$ cat src/rtl/interbyte_timeout.sv
// Inter-byte watchdog: counts idle cycles while enabled and flags expiry on the cycle whose
// count would reach TIMEOUT_CYCLES-1; a clear in that same cycle suppresses expiry.
module interbyte_timeout #(
  parameter int unsigned TIMEOUT_CYCLES = 50000
) (
  input  logic clk_i,
  input  logic rst_i,
  input  logic clr_i,
  input  logic en_i,
  output logic expired_o
);

  localparam int unsigned CntW = $clog2(TIMEOUT_CYCLES);
  localparam logic [CntW-1:0] LastCnt = CntW'(TIMEOUT_CYCLES - 2);

  logic [CntW-1:0] cnt_q, cnt_d;

  always_comb begin
    cnt_d = cnt_q;
    if (clr_i) begin
      cnt_d = '0;
    end else if (en_i && (cnt_q != LastCnt)) begin
      cnt_d = cnt_q + CntW'(1);
    end
  end

  always_ff @(posedge clk_i) begin
    if (rst_i) begin
      cnt_q <= '0;
    end else begin
      cnt_q <= cnt_d;
    end
  end

  assign expired_o = en_i && !clr_i && (cnt_q == LastCnt);

endmodule

$ cat config.mk
export PLATFORM = sky130hd
export DESIGN_NAME = interbyte_timeout
export DESIGN_NICKNAME = d
export VERILOG_FILES = /design/src/rtl/interbyte_timeout.sv
export SDC_FILE = /design/constraint.sdc
export NUM_CORES = 1
export LEC_CHECK = 0
export BUFFER_PORTS_ARGS = -buffer_cell sky130_fd_sc_hd__clkbuf_2
export CORE_MARGIN = 10
export CORE_UTILIZATION = 60
export CTS_CLUSTER_DIAMETER = 80
export DETAILED_ROUTE_END_ITERATION = 10
export PLACE_DENSITY = 0.79
export SYNTH_ARGS = -nofsm -noshare
export SYNTH_HDL_FRONTEND = slang
export SYNTH_SLANG_ARGS = --single-unit
$ cat constraint.sdc
create_clock -name clk_i -period 4.25 [get_ports clk_i]
set_input_delay 0.425 -clock clk_i [delete_from_list [all_inputs] [get_ports clk_i]]
set_output_delay 0.425 -clock clk_i [all_outputs]
set_load 0.1 [all_outputs]
==> impl_summary.txt <==
----------------------------------------------------
[Routing]
  First-pass iteration count of the detailed router ... 4
  Via density per instance ... 5.93
  Wire length after detailed routing ... 1540 um
  Final routed DRC violation total ... 0
  DRC violation total after the first TritonRoute iteration ... 25
  Number of nets with antenna violations after detailed routing ... 0
  Total via count in the routed design ... 676
  Drt wl/cell ... 13.5 um

[Timing]
  Post-route fraction of the period consumed by the critical path ... 0.665
  Sum Neg Setup Slack ... 0 ns
  Number of setup violations in the final report ... 0
  Worst Max-Slew Pin Slew ... 0.631 ns
  Total count of hold-check failures in the final report ... 0
  Final worst path period need ... 2.83 ns
  Final Max Tran Viols ... 0
  Setup repair after global routing missed its margin ... false
  Final worst clock skew ... 0.00380 ns
  Slew headroom ... 0.576
  Post-route setup slack ... 1.42 ns
  Upper clock frequency limit ... 354 MHz

[Layout]
  Area occupied by multi-input gates ... 464 um2
  Count of nets after finishing ... 106
  Fraction of final layout cells sized beyond drive strength 1 ... 0.152
  Largest register by flop count ... cnt_q
  Largest registers ... cnt_q: 16 flops
  Max FFs per register ... 16
  Antenna Diode Count ... 0
  Number of fill cells ... 115
  Register area ... 320 um2
  Count of non-filler cells in the finished layout ... 114
  Area growth syn-to-layout ... 7.91%

[Yosys]
  Average cell area after synthesis ... 8.59 um2
  Share of the yosys chip area belonging to registers ... 0.397
  Post-Syn Area ... 807 um2
  Number of standard cells after synthesis ... 94
  Post-synthesis net count ... 100
  Number of warnings issued by yosys ... 0
  Flops & latches, synth ... 16
  Yosys cell types ... 30

[CTS]
  Clock Path Buffers ... 2
  Clock-pin slew of the registers on the worst-case setup and hold paths ... 0.09 ns
  Count of hold-fix buffers inserted at cts ... 0
  CTS buffer count ... 3
  CTS sink count ... 16
  Level count of the clock H-tree ... 1
  Resize count post-CTS ... 0
  Clock latency on the worst-skew pair ... 0.28 ns
  Number of setup buffers added after CTS ... 0
  Clock tree from TritonCTS ... done
  Root buf cell ... clkbuf_4

[Place]
  Buffers added on ports ... 4
  Pre-CTS setup slack ... 1.74 ns
  Total placed cells including tap cells ... 110
  Half-perimeter wire length of the detailed placement result ... 1150 um
  Placer congestion estimate ... 0.782

[Power and ir drop]
  Total power per unit cell area ... 300 nW/um2
  Total design power ... 262 uW
  Static leakage ... 0.266 nW
  IR drop worst, VDD ... 0.000295 V

[Min path]
  Class of the tightest hold or removal check ... in2reg

[Die]
  Die Span X ... 56.7 um
  Die Span Y ... 56.7 um
  Core Box Area ... 1280 um2
  Die Outline Area ... 3210 um2
  Number of placement rows ... 13
  Starting density of the core ... 0.628
  I/O pin total ... 5

[Run status]
  Status ... finished clean

[Critical path]
  Kind of start point of the critical path ... register
  Worst Setup End Kind ... primary output
  Critical Setup Path Class ... reg2out
  Worst-path maximum fanout ... 5
  Data required, critical path ... 3.83 ns
  Arrival time of data at the critical path endpoint ... 2.40 ns

[Global route]
  Overall fraction of global-route tracks in use ... 0.106
  Vias in the first global route ... 654
  First-pass GRT wire length ... 2820 um
  Number of antenna violations at the first check in global routing ... 0
  Pin count of the biggest net entering global routing ... 17
  Gr ovfl total ... 0

[Job]
  Number of maximum-capacitance constraint violations ... 0

----------------------------------------------------
-- cell usage after synthesis, drive strengths merged --
cell type  instances  area (um2)
a21oi              9        48.8
nand3              5        25.0
dfxtp             16         320
o211ai             1        7.51
a21o               1        7.51
nor2               7        26.3
ha                 2        25.0
xor2               1        8.76
nand4bb            1        11.3
nor3               1        10.0
nand4              3        18.8
nand4b             1        8.76
clkbuf             3        11.3
and3               2        17.5
xnor2              5        43.8
inv                3        11.3
nor3b              1        7.51
and4               1        8.76
or3                8        51.3
nor4bb             1        10.0
o21ai              5        25.0
or4                4        37.5
nand2              7        26.3
or2                1        6.26
o31ai              1        7.51
nor4               4        25.0
-- where the power goes --
group	switching [mW]	internal, mW
registers	0.00103	0.151
clock network	0.0474	0.0521
logic	0.00633	0.00409
-- per-stage QoR --
stage / utilization / instance area, um2 / hold WS [ns]
finish: 0.678 / 871 / 0.415
global route: 0.678 / 871 / 0.444
CTS: 0.678 / 871 / 0.409
detailed placement: 0.649 / 835 / 0.483
global placement: 0.649 / 835 / 0.475
floorplan: - / 807 / 0.452
-- kinds of logic (layout without fill, tap and decap cells) --
| kind of cell | Yosys count | count (layout) | share of synthesized area |
|---|---|---|---|
| flops | 16 | 16 | 0.397 |
| simple gates | 47 | 47 | 0.360 |
| compound gates | 17 | 17 | 0.119 |
| xor+xnor | 6 | 6 | 0.0651 |
| fa+ha+maj | 2 | 2 | 0.0310 |
| buf+inv | 6 | 11 | 0.0279 |
-- cell usage in the layout (no fill, tap or decap) --
| cell type | Yosys | final |
|---|---|---|
| dfxtp_1 | 16 | 16 |
| a21oi_1 | 8 | 8 |
| nand2_1 | 7 | 7 |
| or3_1 | 7 | 7 |
| nor2_1 | 7 | 7 |
| nand3_1 | 5 | 5 |
| o21ai_0 | 5 | 5 |
| xnor2_1 | 5 | 5 |
| nor4_1 | 4 | 4 |
| clkbuf_2 | 0 | 4 |
| inv_1 | 3 | 3 |
| nand4_1 | 3 | 3 |
| clkbuf_4 | 0 | 3 |
| or4_4 | 2 | 2 |
| or4_1 | 2 | 2 |
| ha_1 | 2 | 2 |
| nand4bb_1 | 1 | 1 |
| nand4b_1 | 1 | 1 |
| nor3b_1 | 1 | 1 |
| a21o_1 | 1 | 1 |
| or2_2 | 1 | 1 |
| a21oi_2 | 1 | 1 |
| and4_1 | 1 | 1 |
| o211ai_1 | 1 | 1 |
| and3_1 | 1 | 1 |
| nor4bb_1 | 1 | 1 |
| xor2_1 | 1 | 1 |
| or3_2 | 1 | 1 |
| o31ai_1 | 1 | 1 |
| and3_4 | 1 | 1 |
| nor3_2 | 1 | 1 |
| clkbuf_8 | 0 | 1 |
-- worst max-delay path, stage by stage (launching register included) --
cell and delay [ns]:
dfxtp_1 0.36, or4_4 0.54, or4_4 0.53, nor3b_1 0.20, clkbuf_2 0.48
-- layer usage --
metal	GRT usage	wire (um)	up-vias
li1	-	-	358
met1	0.127	757	305
met2	0.166	729	11
met3	0.0270	43	2
met4	0.0619	11	0
met5	0	0	-
-- worst paths after layout --
kind	from	to	slack (ns)	cells after the start
setup / recovery	cnt_q[4]	expired_o	1.42	4
hold / removal	rst_i	cnt_q[14]	0.41	4
setup reg to reg	cnt_q[4]	cnt_q[3]	2.40	4
hold reg to reg	cnt_q[6]	cnt_q[6]	0.50	2
-- layout make-up --
cell class | count | area share
inverters | 3 | 0.0129
repair buffers | 4 | 0.0230
well taps | 15 | 0.0216
multi-input cells | 72 | 0.533
flip-flops and latches | 16 | 0.368
clock buffers | 4 | 0.0417
(Power assumes the default switching activity.)
